`config.mk`:
```
export PLATFORM = sky130hd
export DESIGN_NAME = song_timer
export DESIGN_NICKNAME = d
export VERILOG_FILES = /design/src/rtl/song_timer.sv
export SDC_FILE = /design/constraint.sdc
export NUM_CORES = 1
export LEC_CHECK = 0
export BUFFER_PORTS_ARGS = -buffer_cell sky130_fd_sc_hd__buf_2
export CAP_MARGIN = 10
export CELL_PAD_IN_SITES_DETAIL_PLACEMENT = 0
export CELL_PAD_IN_SITES_GLOBAL_PLACEMENT = 1
export CORE_UTILIZATION = 45
export CTS_BUF_LIST = sky130_fd_sc_hd__clkbuf_4
export CTS_CLUSTER_SIZE = 12
export DETAILED_ROUTE_END_ITERATION = 10
export GPL_TIMING_DRIVEN = 0
export PLACE_DENSITY_LB_ADDON = 0.1
export SYNTH_ARGS = -nofsm -noshare
export SYNTH_HDL_FRONTEND = slang
export SYNTH_SLANG_ARGS = --single-unit
export TNS_END_PERCENT = 20
```
`constraint.sdc`:
```
create_clock -name clk -period 2.1 [get_ports clk]
set_input_delay 0.42 -clock clk [delete_from_list [all_inputs] [get_ports clk]]
set_output_delay 0.42 -clock clk [all_outputs]
set_load 0.01 [all_outputs]
```
`src/rtl/song_timer.sv`:
```
// Beat timer: advances note_addr at a difficulty-selected tempo in RUN, holds in PAUSE, flags song end.
// All outputs registered (1-cycle latency); no backpressure, the mode input alone gates progress.
module song_timer #(
    parameter logic [23:0] DIV_EASY = 24'd12_000_000,
    parameter logic [23:0] DIV_MED  = 24'd8_000_000,
    parameter logic [23:0] DIV_HARD = 24'd5_000_000,
    parameter int          SONG_LEN = 64,
    parameter int          ADDR_W   = 6
) (
    input  logic              clk,
    input  logic              n_rst,
    input  logic [2:0]        mode,
    input  logic [1:0]        diff,
    output logic [ADDR_W-1:0] note_addr,
    output logic              beat_strobe,
    output logic              fin_check,
    output logic [1:0]        diff_lat,
    output logic              playing
);

    localparam logic [2:0] MODE_DIFF   = 3'd3;
    localparam logic [2:0] MODE_RUN    = 3'd4;
    localparam logic [2:0] MODE_PAUSE  = 3'd5;
    localparam logic [2:0] MODE_FINISH = 3'd6;

    localparam logic [ADDR_W-1:0] LAST_ADDR = ADDR_W'(SONG_LEN - 1);

    logic [23:0] prescaler;
    logic [23:0] div_sel;
    logic        done;
    logic        beat_end;

    always_comb begin
        div_sel = DIV_HARD;
        if (diff_lat == 2'd0) begin
            div_sel = DIV_EASY;
        end else if (diff_lat == 2'd1) begin
            div_sel = DIV_MED;
        end
    end

    assign beat_end  = (prescaler == div_sel - 24'd1);
    assign fin_check = done;

    always_ff @(posedge clk) begin
        if (!n_rst) begin
            prescaler   <= 24'd0;
            note_addr   <= '0;
            beat_strobe <= 1'b0;
            done        <= 1'b0;
            diff_lat    <= 2'd0;
            playing     <= 1'b0;
        end else begin
            beat_strobe <= 1'b0;
            playing     <= (mode == MODE_RUN) && !done;
            case (mode)
                MODE_RUN: begin
                    // Once done, everything freezes so no stray strobes appear
                    if (!done) begin
                        if (beat_end) begin
                            prescaler   <= 24'd0;
                            beat_strobe <= 1'b1;
                            if (note_addr == LAST_ADDR) begin
                                done <= 1'b1;
                            end else begin
                                note_addr <= note_addr + ADDR_W'(1);
                            end
                        end else begin
                            prescaler <= prescaler + 24'd1;
                        end
                    end
                end
                MODE_PAUSE: begin
                end
                // done stays up until FINISH so the mode FSM cannot miss it
                MODE_FINISH: begin
                    done <= 1'b0;
                end
                MODE_DIFF: begin
                    prescaler <= 24'd0;
                    note_addr <= '0;
                    done      <= 1'b0;
                    diff_lat  <= diff;
                end
                default: begin
                    prescaler <= 24'd0;
                    note_addr <= '0;
                    done      <= 1'b0;
                end
            endcase
        end
    end

endmodule
```
# [Word level (Yosys, flattened, before mapping)]
# Cells that the tools add are included.
[word_totals] regBits=35 latch_bits=0 ram_bits=0 rom_bits=0 input_bits=7 output_inout_bits=11 wordCells=43 mem_count=0
[op_classes] addsub=3 n_mul=0 div=0 order_cmp=0 eq_ne=10 shifts=0 muxes=14 n_bitwise=3 n_reduce_logical=7
[op_table] operator="two-way mux 24 bit" count=3
[op_table] operator="one-hot mux 24 bit (2 select lines)" count=1
[op_table] operator="adder 24 x 1 -> 24 bit, second input constant" count=1
[op_table] operator="equality test 24 bit" count=1
[op_table] operator="subtractor 24 x 1 -> 24 bit, second input constant" count=1
[op_table] operator="two-way mux 22 bit" count=1
[op_table] operator="two-way mux 6 bit" count=3
[op_table] operator="one-hot mux 6 bit (2 select lines)" count=1
[op_table] operator="equality test 3 bit, second input constant" count=3
[op_table] operator="adder 6 x 1 -> 6 bit, second input constant" count=1
[op_table] operator="equality test 6 bit, second input constant" count=1
[op_table] operator="inequality test 2 bit, second input constant" count=3
[op_table] operator="two-way mux 1 bit" count=4
[op_table] operator="AND reduction 4 bit" count=1
[op_table] operator="equality test 3 x 2 -> 1 bit, second input constant" count=1
[op_table] operator="NOT 1 bit" count=3
[op_table] operator="OR reduction 3 bit" count=1
[op_table] operator="equality test 2 x 1 -> 1 bit, second input constant" count=1
[op_table] operator="zero test 2 bit" count=1
[op_table] operator="one-hot mux 1 bit (2 select lines)" count=1
[op_table] operator="AND reduction 2 bit" count=1
[op_table] operator="OR reduction 2 bit" count=1
[op_table] operator="logical AND 1 bit" count=1
[op_table] operator="zero test 1 bit" count=1

# [Longest topological paths before layout]
# Gate-level depths: netlist of run 1.
[depth] depth_word=8 ltp_mapped=8 depth_no_buf=6

# [Worst setup path before layout of run 1]
# OpenSTA, ideal clock, no wires.
[synth_timing] path_kind="register -> register" start="register diff_lat[1]" end="register note_addr[5]" setup_time_ns=0.117 arrival_ns=1.887 t_required_ns=1.983 slack_ns=0.096 path_stages_with_launch=8 path_buffers=1 synth_period_minus_slack_ns=2.004 cell_sequence="dfxtp_1 buf_4 nor4b_2 a31oi_1 or4_4 nor3_4 mux2i_1 nand2_1"
[synth_via] elab_chain_cells=7 word_cells_on_any_way=8 classes_between="1 x add/sub; 3 x eq/ne; 2 x mux; 2 x reduce/logical"
[synth_rtl] element="start: declaration" line_no="17" rtl="output logic [1:0] diff_lat,"
[synth_rtl] element="start signal: assignment" line_no="83" rtl="diff_lat <= diff;"
[synth_rtl] element="equality test 2 x 1 -> 1 bit" line_no="37" rtl="end else if (diff_lat == 2'd1) begin"
[synth_rtl] element="two-way mux 22 bit" line_no="37"
[synth_rtl] element="two-way mux 24 bit *" line_no="35" rtl="if (diff_lat == 2'd0) begin"
[synth_rtl] element="subtractor 24 x 1 -> 24 bit *" line_no="42" rtl="assign beat_end = (prescaler == div_sel - 24'd1);"
[synth_rtl] element="equality test 24 bit *" line_no="42"
[synth_rtl] element="inequality test 2 bit (no line) *"
[synth_rtl] element="AND reduction 4 bit (no line) *"
[synth_rtl] element="end signal: assignment" line_no="66" rtl="note_addr <= note_addr + ADDR_W'(1);"
[synth_rtl] element="end: declaration" line_no="14" rtl="output logic [ADDR_W-1:0] note_addr,"
# Every way passes the cells marked *; elsewhere a longest branch is shown, timed or not.
# A chain may end at the register's enable or synchronous reset.

# [Worst setup path in the final report of run 1]
# Ends and elaborated chain as after synthesis.

==> results.yml, run 1 <==
sta:
  fin_ws_ns: 0.01691
  hold_viol_final: 0
  min_period_ns: 2.083
  finalCritPeriodShare: 0.9919
  max_freq_ghz: 0.4801
  rsz0062_at_grt: "yes"
  finalSetupViolCount: 0
  tightest_slew_ns: 0.8195
  fin_skew_ns: 0.003506
  maxSlewHeadroom: 0.4525
  final_max_slew_viol_count: 0
  whs_ns: 0.3314
global_routing:
  antenna_found_initial: 0
  grt.overflow.total: 0
  grt_pass1_wl_microns: 6624
  grt_pass1_vias: 1449
  grt_max_degree: 11
  grt_util_all_layers: 0.2034
run:
  drv_cap: 0
clocking:
  clock_latency_ns: 0.34
  root_buffer: "clkbuf_4"
  hold_buffers: 0
  cts_tree: "yes"
  htree_levels: 2
  clockBufferDepth: 2
  cts.sinks: 35
  cts_buffers: 5
  path_clk_slew_ns: 0.11
hold_path:
  min_path_type: "in2reg"
  min_to: "diff_lat[1]"
  worstHoldStart: "diff[1]"
  hold_depth: 3
floorplan:
  fp.dieW_microns: 65.69
  row_count: 22
  die_area_sq_um: 4315
  boundaryPins: 18
  die_h_microns: 65.69
  core_area_sq_um: 3771
  start_util: 0.4841
pwr:
  peakVddDrop_uv: 322.3
  p_comb_frac: 0.069
  p_int_w: 0.0008331
  p_leak_nw: 0.7461
  clockPowerShare: 0.328
  switching_share: 0.2515
  seq_power_share: 0.603
  switchingPower_w: 0.0002799
  p_per_area_nw_per_um2: 511.3
synthesis:
  avgSynthCellArea_sq_um: 8.223
  yosysWarnings: 0
  synth_top_cells_by_area: "dfxtp_1, nor2_1, xnor2_1"
  ys_seq_area_frac: 0.3838
  synthArstFlopShare: 0
  yosysTopAreaCell: "dfxtp_1"
  syn_nets: 231
  syn_inst: 222
  synth-main-ff-cell: "dfxtp_1"
  synth.top_cell.area_share: 0.3838
  synth_area_sq_um: 1826
  synth_edf_count: 0
  netlist_top_cells_count: "dfxtp_1, nor2_1, nand2_1"
  ys_seq_elements: 35
  synth_cell_type_count: 44
final_layout:
  nets: 262
  drive_gt1_frac: 0.2283
  area_growth_syn_to_layout_pct: 19.26
  antenna_cells: 0
  final_cells: 302
  fin_area_sq_um: 2177
run_status:
  status: "finished clean"
critical_path:
  cp.arrival_ns: 2.32
  reg2reg_from: "diff_lat[1]"
  path_max_fanout: 8
  cp.required_ns: 2.34
  crit_type: "reg2reg"
  cp-end-kind: "flop"
  r2r_end: "note_addr[5]"
  reg2reg_slack_ns: 0.02
  reg2reg_depth: 8
  start_kind: "flop"
detailed_routing:
  ant_nets: 0
  post-route-drc-count: 0
  dr.pass1.iters: 4
  wl_per_cell_microns: 13.96
  drtIter0Drc: 68
  vias: 1668
  routed_wl_microns: 4216
  viasPerCell: 5.523
place:
  dp.cells: 286
  place.gp.congestion: 0.7912
  pre_cts_slack_ns: -0.2313
  hpwl_microns: 2937
  place_area_sq_um: 1966
  io_buffers: 16
==> stage by stage <==
stage / utilization / total power (W) / setup TNS, ns
2_1_floorplan: - / 0.0007310 / 0
3_3_place_gp: 0.5212 / 0.0007521 / -0.6571
3_5_place_dp: 0.5212 / 0.0007539 / -0.8445
4_1_cts: 0.5455 / 0.001114 / 0
5_1_grt: 0.5773 / 0.001157 / -0.1860
6_report: 0.5773 / 0.001113 / 0
==> worst max-delay path by stage <==
stage	start	endpoint	slack, ns	cells past startpoint
global route	diff_lat[1]	note_addr[5]	-0.10	8
global placement	mode[1]	prescaler[23]	-0.23	7
floorplan	diff_lat[1]	note_addr[5]	0.1	7
CTS	prescaler[19]	prescaler[18]	0.03	7
detailed placement	mode[1]	prescaler[23]	-0.23	7
finish	diff_lat[1]	note_addr[5]	0.02	8
==> state kept, by name (all words and copies together) (netlist names) <==
| register | cells |
|---|---|
| playing | 1 |
| beat_strobe | 1 |
| diff_lat | 2 |
| prescaler | 24 |
| fin_check | 1 |
| note_addr | 6 |
==> power by group through the flow <==
stage / registers [W] / logic (W) / clock network [W]
after global routing: 0.000673 / 0.0000850 / 0.000400
after floorplan: 0.000687 / 0.0000445 / 0
after global placement: 0.000686 / 0.0000661 / 0
after CTS: 0.000671 / 0.0000712 / 0.000372
after detailed placement: 0.000686 / 0.0000679 / 0
final: 0.000672 / 0.0000765 / 0.000365
==> timing repair <==
item / in CTS / in global routing
gates resized for setup: 1 / 21
gates cloned: 0 / 1
buffers inserted: 2 / 5
pin swaps: 2 / 7
setup endpoints to repair: 25 / 30
==> layout make-up <==
cell class | instances | area [sq um]
fillers | 337 | 1594
multi-input cells | 173 | 1127
well taps | 48 | 60.06
plain buffers | 7 | 51.30
flip-flops and latches | 35 | 709.4
clock inverters | 2 | 7.507
inverters | 7 | 26.28
clock buffers | 6 | 45.04
repair buffers | 24 | 150.1
==> critical path: stages, from the launching register on <==
cell and delay (ns):
dfxtp_2 0.35, buf_2 0.16, nor2b_2 0.17, a31oi_4 0.12, or4_4 0.54, nor3_4 0.23
buf_12 0.15, mux2i_1 0.19, nand2_1 0.07
==> placed cells by master (no fill, tap or decap), types with 2 or more instances in the layout <==
master / count
buf_4: 6
clkbuf_4: 6
nor4_1: 2
dfxtp_1: 28
dfxtp_2: 7
o21a_1: 2
nand3b_1: 2
nand3_1: 14
xnor2_1: 14
mux2i_1: 2
a21boi_0: 3
o21ai_0: 3
a21oi_1: 4
and4_1: 2
buf_6: 3
o211ai_1: 4
nor2b_1: 2
buf_2: 18
xor2_1: 8
a31oi_1: 7
nand4_1: 5
nand2_1: 22
clkinv_1: 2
nor3_1: 11
nor2_1: 35
and3_1: 5
clkbuf_1: 2
inv_1: 7
==> kinds of logic after synthesis <==
family | synth area share
XOR/XNOR | 0.1056
flip-flops | 0.3838
adder cells (fa/ha/maj) | 0.01371
buffers and inverters | 0.03564
AND/OR/NAND/NOR | 0.3290
AO/OA/AOI/OAI | 0.1213
multiplexers | 0.01097
==> per-layer routing <==
layer  up-vias  routed length (microns)  global-route usage
li1        844                        -                   -
met1       796                     2076              0.2644
met2        23                     1937              0.3240
met3         5                      153             0.05382
met4         0                       49             0.06522
met5         -                        0                   0
Power figures use the tool's default switching activity.
==> run 2: changes to the inputs <==
--- a/config.mk
+++ b/config.mk
@@ -14,7 +14,8 @@
 export CTS_CLUSTER_SIZE = 12
 export DETAILED_ROUTE_END_ITERATION = 10
 export GPL_TIMING_DRIVEN = 0
-export PLACE_DENSITY_LB_ADDON = 0.1
+export MAX_ROUTING_LAYER = met4
+export PLACE_DENSITY = 0.87
 export SYNTH_ARGS = -nofsm -noshare
 export SYNTH_HDL_FRONTEND = slang
 export SYNTH_SLANG_ARGS = --single-unit
==> run 2 against run 1 <==
  * Core utilization decreased by 0.60 points
  * Fmax increased by 2.3%
  * Worst hold slack got worse by 0.011 ns
  * Setup slack improved by 0.046 ns
  * Clock skew increased by 0.0077 ns
  * Critical path depth decreased by 1
  * First-iteration DRC count increased by 84%
  * Global-route usage increased by 1.6 points
  * Power decreased by 2.2%
  * Sequential cell count unchanged
  * Combinational power about the same
  * Via count decreased by 3.4%
  * Critical endpoint unchanged
==> results.yml, run 2 (synthesized netlist as in run 1, its figures left out) <==
sta:
  finalSetupViolCount: 0
  tightest_slew_ns: 0.7135
  final_max_slew_viol_count: 0
  hold_viol_final: 0
  max_freq_ghz: 0.4910
  min_period_ns: 2.037
  finalCritPeriodShare: 0.9699
  fin_ws_ns: 0.06314
  rsz0062_at_grt: "yes"
  fin_skew_ns: 0.01117
  maxSlewHeadroom: 0.5233
detailed_routing:
  routed_wl_microns: 4158
  vias: 1611
  dr.pass1.iters: 4
  drtIter0Drc: 125
  wl_per_cell_microns: 14.00
  post-route-drc-count: 0
  route.met2.wl_microns: 1912
  wl_met1_microns: 2010
  wl_met3_microns: 199
  viasPerCell: 5.424
  ant_nets: 0
  top_layer_used: "met4"
floorplan:
  fp.dieW_microns: 65.69
  die_h_microns: 65.69
  start_util: 0.4841
  row_count: 22
  die_area_sq_um: 4315
  core_area_sq_um: 3771
  boundaryPins: 18
clocking:
  hold_buffers: 0
  root_buffer: "clkbuf_4"
  cts.sinks: 35
  htree_levels: 2
  clock_latency_ns: 0.33
  clockBufferDepth: 2
  path_clk_slew_ns: 0.10
  cts_tree: "yes"
  cts_buffers: 5
final_layout:
  area_growth_syn_to_layout_pct: 18.03
  regMostFlops: "prescaler"
  nFillCells: 343
  final_cells: 297
  largest_reg_flops: 24
  drive_gt1_frac: 0.2249
  layout_common_cells: "nor2_1, dfxtp_1, nand2_1"
  antenna_cells: 0
  reg.largest.list: "prescaler: 24 flops, note_addr: 6 flops, diff_lat: 2 flops"
  layout_commonest_cell: "nor2_1"
  nets: 259
  finalCoreUtilization: 0.5713
global_routing:
  grt.overflow.total: 0
  grt_util_all_layers: 0.2192
  grt_pass1_vias: 1587
  antenna_found_initial: 0
  grt_pass1_wl_microns: 7051
  grt_max_degree: 11
place:
  io_buffers: 16
  place.gp.congestion: 0.8246
  hpwl_microns: 2875
  dp.cells: 286
  pre_cts_slack_ns: -0.2741
pwr:
  power_w: 0.001088
  p_leak_nw: 0.7229
  p_per_area_nw_per_um2: 505.2
  peakVddDrop_uv: 448.1
critical_path:
  start_kind: "flop"
  crit_type: "reg2reg"
  cp.required_ns: 2.33
  cp-end-kind: "flop"
  cp.arrival_ns: 2.27
  path_max_fanout: 8
run:
  drv_cap: 0
run_status:
  status: "finished clean"
hold_path:
  min_path_type: "in2reg"
## run 2: cell count changes in the layout (fill, tap and decap cells not counted), moves of 2 or more
cell / before / now
dfxtp_2: 7 / 10
clkinv_1: 2 / 0
buf_4: 6 / 4
dfxtp_1: 28 / 25
## run 2: final cells by class
class	instances	area, sq um	area share
buffer	7	50.05	0.02323
timing repair buffer	21	130.1	0.06039
clock buffer	6	45.04	0.02091
multi-input combinational	173	1130	0.5244
inverter	7	26.28	0.01220
sequential	35	713.2	0.3310
tap	48	60.06	0.02787
## run 2: worst paths after layout
path / slack (ns) / depth (start not counted) / end / startpoint
worst max-delay path: 0.06 / 7 / note_addr[5] / prescaler[21]
worst max register to register: 0.06 / 7 / note_addr[5] / prescaler[21]
worst min register to register: 0.49 / 2 / prescaler[1] / prescaler[1]
worst min-delay path: 0.32 / 3 / diff_lat[1] / diff[1]
## run 2: critical path: stages (launching register included)
cell     delay (ns)
dfxtp_1        0.47
nor2b_1        0.19
a31oi_2        0.15
or4_4          0.52
nor3_4         0.23
buf_12         0.15
mux2i_1        0.17
nand2_1        0.06
## run 2: where the power goes
group          internal [W]  switching (W)
clock              0.000132       0.000207
combinational     0.0000280      0.0000488
sequential         0.000667     0.00000474
## run 2: repair_timing
item / CTS / global route
gates resized for setup: 1 / 21
pin swaps: 2 / 5
setup endpoints to repair: 25 / 30
setup buffers: 2 / 3
## run 2: per-stage QoR
stage | hold WS (ns) | instance area (sq um) | setup TNS, ns
detailed placement | 0.4747 | 1966 | -0.9056
finish | 0.3207 | 2155 | 0
CTS | 0.3223 | 2049 | 0
global route | 0.3259 | 2155 | -0.03262
global placement | 0.4640 | 1966 | -1.109
floorplan | 0.4487 | 1826 | 0
## run 2: per-layer routing
metal  up-vias  track usage
li1        839            -
met1       735       0.2815
met2        33       0.3355
met3         4      0.05382
met4         0      0.07065
met5         -            -
==> run 3: changes to the inputs <==
==> config.mk (replaced) <==
export PLATFORM = sky130hd
export DESIGN_NAME = song_timer
export DESIGN_NICKNAME = d
export VERILOG_FILES = /design/src/rtl/song_timer.sv
export SDC_FILE = /design/constraint.sdc
export NUM_CORES = 1
export LEC_CHECK = 0
export ABC_AREA = 1
export BUFFER_PORTS_ARGS = -buffer_cell sky130_fd_sc_hd__buf_2
export CAP_MARGIN = 10
export CELL_PAD_IN_SITES_DETAIL_PLACEMENT = 0
export CELL_PAD_IN_SITES_GLOBAL_PLACEMENT = 1
export CORE_UTILIZATION = 42
export CTS_CLUSTER_SIZE = 12
export DETAILED_ROUTE_END_ITERATION = 10
export GPL_TIMING_DRIVEN = 0
export MAX_ROUTING_LAYER = met4
export PLACE_DENSITY = 0.84
export SYNTH_ARGS = -nofsm -noshare
export SYNTH_HDL_FRONTEND = slang
export SYNTH_SLANG_ARGS = --single-unit
export TNS_END_PERCENT = 20
==> run 3 against run 2 <==
  * Global-route usage down 1.2 points
  * Critical endpoint is now prescaler[20]
  * Register-to-register slack improved by 0.17 ns
  * Sequential share of layout area shrank 3.3 points
  * Routed wire length rose by 16%
  * Largest power group unchanged
  * Sequential cell count is the same
  * Clock-buffer cell count unchanged
  * Power is 19% higher
  * Largest cell class unchanged
==> results.yml, run 3 <==
clocking:
  cts.repair.resized: 0
  path_clk_slew_ns: 0.07
  hold_buffers: 0
  cts.sinks: 35
  clockBufferDepth: 2
  cts_buffers: 5
  cts_setup_buffers: 0
  clock_latency_ns: 0.28
  root_buffer: "clkbuf_8"
  htree_levels: 2
  cts_tree: "yes"
synthesis:
  ys_seq_elements: 35
  ys_seq_area_frac: 0.3343
  syn_nets: 317
  yosysMostFrequentCell: "nand2_1"
  synth-main-ff-cell: "dfxtp_1"
  synth_area_sq_um: 2096
  synth.top_cell.area_share: 0.3343
  synthArstFlopShare: 0
  synth_top_cells_by_area: "dfxtp_1, nand2_1, nor2_1"
  synth_edf_count: 0
  yosysTopAreaCell: "dfxtp_1"
  netlist_top_cells_count: "nand2_1, nor2_1, inv_1"
  syn_inst: 308
  yosysWarnings: 0
  synth_cell_type_count: 30
  avgSynthCellArea_sq_um: 6.804
global_routing:
  grt.overflow.total: 0
  grt_max_degree: 11
  grt_pass1_wl_microns: 8176
  grt_util_all_layers: 0.2077
  antenna_found_initial: 0
  grt_pass1_vias: 1728
pwr:
  switchingPower_w: 0.0003201
  switching_share: 0.2480
  p_int_w: 0.0009708
  seq_power_share: 0.529
  p_comb_frac: 0.092
  peakVddDrop_uv: 374.2
  p_per_area_nw_per_um2: 548.8
  clockPowerShare: 0.379
  p_leak_nw: 0.9942
detailed_routing:
  wl_per_cell_microns: 12.07
  post-route-drc-count: 0
  viasPerCell: 4.915
  ant_nets: 0
  routed_wl_microns: 4816
  dr.pass1.iters: 4
  vias: 1961
  drtIter0Drc: 131
critical_path:
  cp.required_ns: 2.27
  start_kind: "flop"
  crit_type: "reg2reg"
  reg2reg_from: "prescaler[0]"
  path_max_fanout: 10
  cp-end-kind: "flop"
  startpoint: "prescaler[0]"
  reg2reg_depth: 11
  cp.arrival_ns: 2.05
run_status:
  status: "finished clean"
sta:
  whs_ns: 0.4307
  fin_skew_ns: 0.005104
  finalCritPeriodShare: 0.8912
  finalSetupViolCount: 0
  min_period_ns: 1.872
  maxSlewHeadroom: 0.6631
  final_max_slew_viol_count: 0
  tns_ns: 0
  max_freq_ghz: 0.5343
  rsz0062_at_grt: "no"
  hold_viol_final: 0
  tightest_slew_ns: 0.5008
hold_path:
  min_path_type: "in2reg"
  hold_depth: 3
  worstHoldStart: "mode[2]"
final_layout:
  drive_gt1_frac: 0.1837
  area_growth_syn_to_layout_pct: 12.24
  finalCoreUtilization: 0.4947
  layout_commonest_cell: "nand2_1"
  regMostFlops: "prescaler"
  largest_reg_flops: 24
  reg.largest.list: "prescaler: 24 flops, note_addr: 6 flops, diff_lat: 2 flops"
  layout_common_cells: "nand2_1, nor2_1, inv_1"
  antenna_cells: 0
  nets: 341
  nFillCells: 511
floorplan:
  boundaryPins: 18
  die_h_microns: 72.64
  row_count: 25
  core_area_sq_um: 4755
  start_util: 0.4408
  fp.dieW_microns: 72.64
  die_area_sq_um: 5277
run:
  drv_cap: 0
place:
  hpwl_microns: 3710
  io_buffers: 17
  place.gp.congestion: 0.8734
[run 3: logic make-up after synthesis]
| kind of cell | count (synthesis) | share of synthesized area |
|---|---|---|
| buffers and inverters | 54 | 0.1128 |
| and+or+nand+nor | 187 | 0.4525 |
| xor gates and xnor gates | 7 | 0.02925 |
| adders and majority gates | 2 | 0.01194 |
| DFF | 35 | 0.3343 |
| AOI/OAI and AO/OA | 23 | 0.05911 |
[run 3: metal layers]
layer	routed length, microns	GRT usage
met1	2414	0.2833
met2	2153	0.3157
met3	222	0.04420
met4	25	0.04575
met5	0	-
[run 3: critical path: stages, from the launching register on]
cell and delay [ns]:
dfxtp_1 0.35, ha_1 0.20, nand3_2 0.13, nor2_4 0.14
nand3_1 0.08, nor2_1 0.14, nand3_2 0.16, nand2_4 0.16
nand2_4 0.08, nand2_4 0.10, buf_6 0.16, nor2_1 0.05
[run 3: path summary, 6_finish.rpt]
kind / slack (ns) / end
worst max-delay path: 0.23 / prescaler[20]
worst max register to register: 0.23 / prescaler[20]
worst min register to register: 0.48 / beat_strobe
worst min-delay path: 0.43 / fin_check
[run 3: per-stage QoR]
step           worst slack [ns]  instances  total power (W)  cell area, sq um
2_1_floorplan            0.5058        308        0.0007773              2096
3_3_place_gp             0.2469        392        0.0008167              2265
3_5_place_dp             0.2411        392        0.0008171              2265
4_1_cts                  0.2227        399         0.001311              2352
5_1_grt                 0.05738        399         0.001350              2352
6_report                 0.2284        399         0.001291              2352
[run 3: power groups by stage]
stage	clock network (W)	registers, W	logic [W]
floorplan	0	0.000699	0.0000782
global placement	0	0.000698	0.000119
detailed placement	0	0.000698	0.000119
CTS	0.000508	0.000683	0.000120
global route	0.000535	0.000684	0.000131
finish	0.000489	0.000683	0.000119
[run 3: area by class of cell]
class                      instances  area [sq um]  share of cell area
timing repair buffer              17         85.08             0.03617
multi-input combinational        219          1159              0.4926
inverter                          49         183.9             0.07819
sequential                        35         700.7              0.2979
clock inverter                     1         5.005            0.002128
tap                               67         83.83             0.03564
buffer                             5         52.55             0.02234
clock buffer                       6         82.58             0.03511
